--- src/rtl/program_loader_pkg.sv ---
// Shared loader/processor definitions.
// State encoding for the program loader FSM.
package program_loader_pkg;

  typedef enum logic [2:0] {
    ST_IDLE = 3'd0,
    ST_LEN  = 3'd1,
    ST_DATA = 3'd2,
    ST_CHK  = 3'd3,
    ST_RUN  = 3'd4,
    ST_ERR  = 3'd5
  } state_t;

  localparam state_t RUN_STATE = ST_RUN;
  localparam state_t ERR_STATE = ST_ERR;

  function automatic logic is_loading(state_t s);
    return (s == ST_LEN) || (s == ST_DATA) || (s == ST_CHK);
  endfunction

endpackage

--- src/rtl/loader_watchdog.sv ---
// Idle-cycle watchdog for the program loader.
// A zero limit never expires.
module loader_watchdog #(
  parameter int W = 16
) (
  input  logic         clk,
  input  logic         reset,
  input  logic         clear,
  input  logic         enable,
  input  logic [W-1:0] limit,
  output logic         expired
);

  logic [W-1:0] count;

  always_ff @(posedge clk) begin
    if (reset || clear) begin
      count <= '0;
    end else if (enable && (limit != '0)) begin
      count <= count + W'(1);
    end
  end

  // Fires on the idle cycle that would bring the count up to limit.
  assign expired = enable && !clear && (limit != '0) &&
                   (count == limit - W'(1));

endmodule

--- src/rtl/program_loader.sv ---
// Streams a length-prefixed, checksummed program into memory,
// then enables the processor.
module program_loader
  import program_loader_pkg::*;
#(
  parameter logic [7:0]  START_ADDR = 8'h00,
  parameter logic [15:0] TIMEOUT    = 16'd1000
) (
  input  logic       clk,
  input  logic       reset,
  input  logic       load_start,
  input  logic       halt,
  input  logic [7:0] byte_in,
  input  logic       byte_valid,
  output logic       byte_ready,
  output logic [7:0] user_address,
  output logic       user_write_memory,
  output logic [7:0] in_data,
  output logic       op,
  output logic       busy,
  output logic       error
);

  state_t     state, state_n;
  logic [7:0] idx, idx_n;
  logic [7:0] len, len_n;
  logic [7:0] sum, sum_n;
  logic [7:0] addr_n, data_n;
  logic       wr_n;
  logic       accept;
  logic       expired;

  assign busy       = is_loading(state);
  assign byte_ready = busy;
  assign op         = (state == RUN_STATE);
  assign error      = (state == ERR_STATE);
  assign accept     = byte_valid && byte_ready;

  loader_watchdog #(.W(16)) u_wdog (
    .clk     (clk),
    .reset   (reset),
    .clear   (accept || !busy),
    .enable  (busy),
    .limit   (TIMEOUT),
    .expired (expired)
  );

  always_comb begin
    state_n = state;
    idx_n   = idx;
    len_n   = len;
    sum_n   = sum;
    wr_n    = 1'b0;
    addr_n  = user_address;
    data_n  = in_data;
    if (halt) begin
      state_n = ST_IDLE;
    end else begin
      case (state)
        ST_IDLE, ST_ERR: begin
          if (load_start) begin
            state_n = ST_LEN;
            idx_n   = '0;
            len_n   = '0;
            sum_n   = '0;
          end
        end
        ST_LEN: begin
          if (accept) begin
            len_n   = byte_in;
            state_n = ST_DATA;
          end else if (expired) begin
            state_n = ST_ERR;
          end
        end
        ST_DATA: begin
          if (accept) begin
            wr_n   = 1'b1;
            addr_n = START_ADDR + idx;
            data_n = byte_in;
            sum_n  = sum + byte_in;
            idx_n  = idx + 8'd1;
            // len of zero wraps to FF here, giving 256 bytes
            if (idx == len - 8'd1) state_n = ST_CHK;
          end else if (expired) begin
            state_n = ST_ERR;
          end
        end
        ST_CHK: begin
          if (accept) begin
            state_n = (byte_in == sum) ? ST_RUN : ST_ERR;
          end else if (expired) begin
            state_n = ST_ERR;
          end
        end
        ST_RUN: ;
        default: state_n = ST_IDLE;
      endcase
    end
  end

  always_ff @(posedge clk) begin
    if (reset) begin
      state             <= ST_IDLE;
      idx               <= '0;
      len               <= '0;
      sum               <= '0;
      user_write_memory <= 1'b0;
      user_address      <= '0;
      in_data           <= '0;
    end else begin
      state             <= state_n;
      idx               <= idx_n;
      len               <= len_n;
      sum               <= sum_n;
      user_write_memory <= wr_n;
      user_address      <= addr_n;
      in_data           <= data_n;
    end
  end

endmodule

--- config.mk ---
export PLATFORM = sky130hd
export DESIGN_NAME = program_loader
export DESIGN_NICKNAME = d
export VERILOG_FILES = /design/src/rtl/program_loader_pkg.sv /design/src/rtl/loader_watchdog.sv /design/src/rtl/program_loader.sv
export SDC_FILE = /design/constraint.sdc
export NUM_CORES = 1
export LEC_CHECK = 0
export BUFFER_PORTS_ARGS = -buffer_cell sky130_fd_sc_hd__buf_2
export CORE_ASPECT_RATIO = 2
export CORE_UTILIZATION = 62
export CTS_CLUSTER_SIZE = 10
export DETAILED_ROUTE_END_ITERATION = 8
export GPL_TIMING_DRIVEN = 0
export HOLD_SLACK_MARGIN = 0.1
export PLACE_DENSITY_LB_ADDON = 0.2
export SYNTH_ARGS = -nofsm -noshare
export SYNTH_HDL_FRONTEND = slang
export SYNTH_SLANG_ARGS = --single-unit
--- constraint.sdc ---
create_clock -name clk -period 3.6 [get_ports clk]
set_clock_uncertainty 0.2 [all_clocks]
set_input_delay 0.36 -clock clk [delete_from_list [all_inputs] [get_ports clk]]
set_output_delay 0.36 -clock clk [all_outputs]
set_load 0.03 [all_outputs]
* After elaboration in Yosys (flattened, before gate mapping)
Index checks and enable logic that the tools add are counted.
Cells by class: bitwise operators 3, reductions and logical operators 19, eq/ne operators 12, mux-type cells 16, add/subtract/negate cells 4
Operators with widths (number):
- $pmux W8 S2 | 3
- $mux W8 | 4
- $mux W3 | 6
- $add A16 B1 Y16 const B | 1
- $eq A16 B10 Y1 const B | 1
- $eq A8 B8 Y1 | 2
- $pmux W3 S5 | 1
- $add A8 B1 Y8 const B | 1
- $add A8 B8 Y8 | 1
- $reduce_and A4 Y1 | 2
- $sub A8 B1 Y8 const B | 1
- $eq A3 B2 Y1 const B | 2
- $eq A3 B3 Y1 const B | 2
- $ne A2 B2 Y1 const B | 3
- $reduce_and A3 Y1 | 2
- $logic_or A1 B1 Y1 | 4
- $reduce_bool A2 Y1 | 2
- $reduce_or A2 Y1 | 2
- $eq A3 B1 Y1 const B | 1
- $logic_and A1 B1 Y1 | 3
- $logic_not A3 Y1 | 1
- $ne A3 B2 Y1 const B | 1
- $not A1 Y1 | 3
- $reduce_or A3 Y1 | 1
- other kinds (2) | 4
Storage, ports and cells: input bits 13, register bits 60, word-level logic and storage cells 62

* Longest topological paths before layout
word-level depth 11, mapped depth 9

* Hierarchy
Synthesis repeated with hierarchy kept, for this count alone.
Unflattened totals: cells, all modules 485, area total of the unflattened synthesis 3838.7 µm²
By module, submodules not included:
- program_loader | instances 1, seq. area each 880.8 µm², cells an instance 311, area an instance 2474.9 µm²
- loader_watchdog | instances 1, seq. area each 320.3 µm², cells an instance 174, area an instance 1363.8 µm²

* Worst setup path after synthesis
No wires, ideal clock.
path type input port to flip-flop, from in byte_in[4], to reg sum[7], path buffers 0, setup slack 1.404 ns, data arrival time 1.922 ns, stages 7, cell sequence ha_1 and3_1 a221oi_1 a21oi_1 xnor2_1 or3_1 a31oi_1
Between the ends: cells in the longest elaborated chain, start to end 3
Ends and longest elaborated chain:
- start: declaration | RTL line program_loader.sv:13 | input logic [7:0] byte_in,
- $add A8 B8 Y8 | RTL line program_loader.sv:81 | sum_n = sum + byte_in;
- $mux W8 | RTL line program_loader.sv:77 | if (accept) begin
- $pmux W8 S2 | RTL line program_loader.sv:59 | case (state)
- end signal: assignment | RTL line program_loader.sv:115 | sum <= sum_n;
- end: declaration | RTL line program_loader.sv:27 | logic [7:0] sum, sum_n;
Every way passes these cells. The select of a mux whose other input is x is not followed. A chain may end at the register's enable or synchronous reset.

* Worst setup path after layout
from in byte_in[2], to reg sum[7]
Same word-level chain as after synthesis.

==> metrics.csv <==
metric,value,unit
p_int,1.109,mW
vias_per_cell,5.863,
wl_met2,4.086,mm
dp_hpwl,5.197,mm
synth.top_cell.area_share,0.4000,
grt-ovfl-total,0,
antenna_found_initial,0,
crit_path_max_fanout,5,
ir_drop,413.1,µV
pre_cts_slack,1.092,ns
maxSlewHeadroom,0.6258,
yosys_warnings,0,
crit_path_top_delay_cell,dlygate4sd3_1,
root_buffer,clkbuf_8,
critPathArrivalTime,2.79,ns
hp-start,load_start,
drc_errors,0,
gp_congestion,0.8803,
cts.sinks,60,
wl_per_cell,15.28,µm
seqPwrFrac,0.462,
synth-edff-count,0,
period_share,0.7582,
p_comb_frac,0.065,
dieWidth,51.21,µm
nNetsFinal,440,
async_reset_ff_frac,0,
avgSynthCellArea,8.160,µm²
finalHoldViolations,0,
initial_core_util,0.6469,
drive_gt1_frac,0.1568,
grt_max_degree,12,
setup_slack,0.8704,ns
place_area,3232,µm²
synth_top_cells_by_count,"60 x dfxtp_1, 58 x nand2_1, 44 x nor2_1",
syn_inst,368,
h-tree-depth,3,
cts_tree,done,
grt_pass1_wl,12.21,mm
clk_pin_slew,0.07,ns
p_clk_frac,0.472,
synth-seq-cells,60,
syn_area,3003,µm²
wl_met1,2.702,mm
r2r-start,sum[4]$_SDFFE_PP0P_,
vias,2791,
netSwitchingFraction,0.2335,
tightestPinTransition,0.5567,ns
critPathMaxStageDelay,0.53,ns
ys_seq_area_frac,0.4000,
track_usage,0.3155,
top_layer_used,met4,
power,1.447,mW
yosysMostFrequentCell,dfxtp_1,
crit_path_start,byte_in[2],
cts_buffers,9,
area_delta_synth_final,16.75,%
final_area,3506,µm²
wl_met3,287,µm
drt_iter0_drc,73,
io_pins,34,
die-area,5143,µm²
grt_pass1_vias,2740,
post-cts-setup-buffers,0,
crit_chain,dlygate4sd3_1 > buf_2 > ha_1 > and3_1 > a221oi_1 > a21oi_1 > xnor2_1 > or3_1 > a31oi_1,
fp-row-count,35,
drv_cap,0,
design.core.area,4642,µm²
synth_cell_types,44,
finalSetupViolCount,0,
hold_class,in -> reg,
powerDensity,412.7,nW/µm²
status,completed,
rrSetupSlack,1.25,ns
clkLatencyLatePin,0.34,ns
antenna_left,0,
firstDrtPassIters,4,
worst_ep_required_time,3.66,ns
clk_path_buf_depth,2,
chipHeight,100.4,µm
layout_min_cycle_time,2.730,ns
fin_tns_setup,0,ns
io_buffers,32,
start_kind,input port,
diodes,0,
cp-end-kind,register,
rsz0062_at_grt,no,
fill_cells,380,
slew_viol_final,0,
yosys.area.top_type,dfxtp_1,
p_leak,1.337,nW
fmax,366.4,MHz
routed_wirelength,7.274,mm
synth_area_leaders,"dfxtp_1 40%, nand2_1 7.2%, a21oi_1 6.2%",
p_sw,0.3378,mW
critical_path_class,in -> reg,
ys.flop_type,dfxtp_1,
syn-num-nets,392,
-- power groups by stage --
stage               combinational [mW]  sequential [mW]  clock [mW]
floorplan                       0.0587            0.684           0
global placement                0.0863            0.684           0
detailed placement              0.0881            0.684           0
CTS                             0.0932            0.669       0.691
global route                     0.103            0.669       0.727
finish                          0.0944            0.669       0.683
-- stage by stage --
| step | cells | util | hold WS, ns |
|---|---|---|---|
| floorplan | 368 | - | 0.2177 |
| global placement | 455 | 0.6962 | 0.2381 |
| detailed placement | 455 | 0.6962 | 0.2449 |
| CTS | 476 | 0.7553 | 0.1046 |
| global route | 476 | 0.7553 | 0.1018 |
| finish | 476 | 0.7553 | 0.1084 |
-- placed cells by master, fill, tap and decap left out, types with 6 or more instances in the layout --
cell | Yosys | final
nor2_1 | 44 | 44
clkbuf_1 | 14 | 14
xor2_1 | 18 | 18
dfxtp_1 | 60 | 60
buf_2 | 5 | 37
o21ai_0 | 8 | 8
nand3_1 | 16 | 16
a21oi_1 | 37 | 37
nand4_1 | 10 | 10
ha_1 | 10 | 10
clkbuf_8 | 0 | 10
xnor2_1 | 19 | 19
a22oi_1 | 6 | 6
nand2_1 | 58 | 58
-- worst max-delay path: cells and delay by family --
family | cells | cell delay (ns)
compound gates | 3 | 0.72
xor+xnor | 1 | 0.16
fa+ha+maj | 1 | 0.36
buf+inv | 2 | 0.68
simple gates | 2 | 0.51
-- state kept, by name, indices dropped and copies added (netlist names) --
register	cells
len	8
u_wdog.count	16
user_address	8
sum	8
user_write_memory	1
in_data	8
idx	8
state	3
-- cell families (layout without fill, tap and decap cells) --
kind of cell               Yosys count  after routing  synth area share
buffers and inverters               26             79           0.03833
and+or+nand+nor                    162            162            0.2588
muxes                                2              2          0.006667
DFF                                 60             60            0.4000
AOI/OAI and AO/OA                   70             70            0.1400
adders and majority gates           11             11           0.04833
xor gates and xnor gates            37             37            0.1079
-- final timing paths --
kind / to / cells past startpoint
setup / recovery: sum[7]$_SDFFE_PP0P_ / 9
hold / removal: state[2]$_SDFFE_PP0P_ / 2
setup reg to reg: sum[7]$_SDFFE_PP0P_ / 7
hold reg to reg: in_data[3]$_SDFFE_PP0P_ / 2
-- metal layers --
metal  up-vias  track usage
li1       1376            -
met4         0       0.1663
met1      1327       0.3081
met2        68       0.5941
met3        20      0.06212
met5         -            0
-- timing repair --
action                                  4_1_cts  5_1_grt
endpoints found under the setup margin        0        0
resized for setup                             0        0
hold buffers                                  5        0
hold endpoints to repair                      5        0
-- final cells by class --
cell class	instances	area (µm²)	area share
clock buffers	10	137.6	0.03926
flip-flops and latches	60	1201	0.3426
repair buffers	37	210.2	0.05996
well taps	55	68.82	0.01963
clock inverters	6	86.33	0.02463
plain buffers	22	100.1	0.02855
inverters	4	15.01	0.004283
multi-input cells	282	1687	0.4811
(Power assumes the default switching activity.)
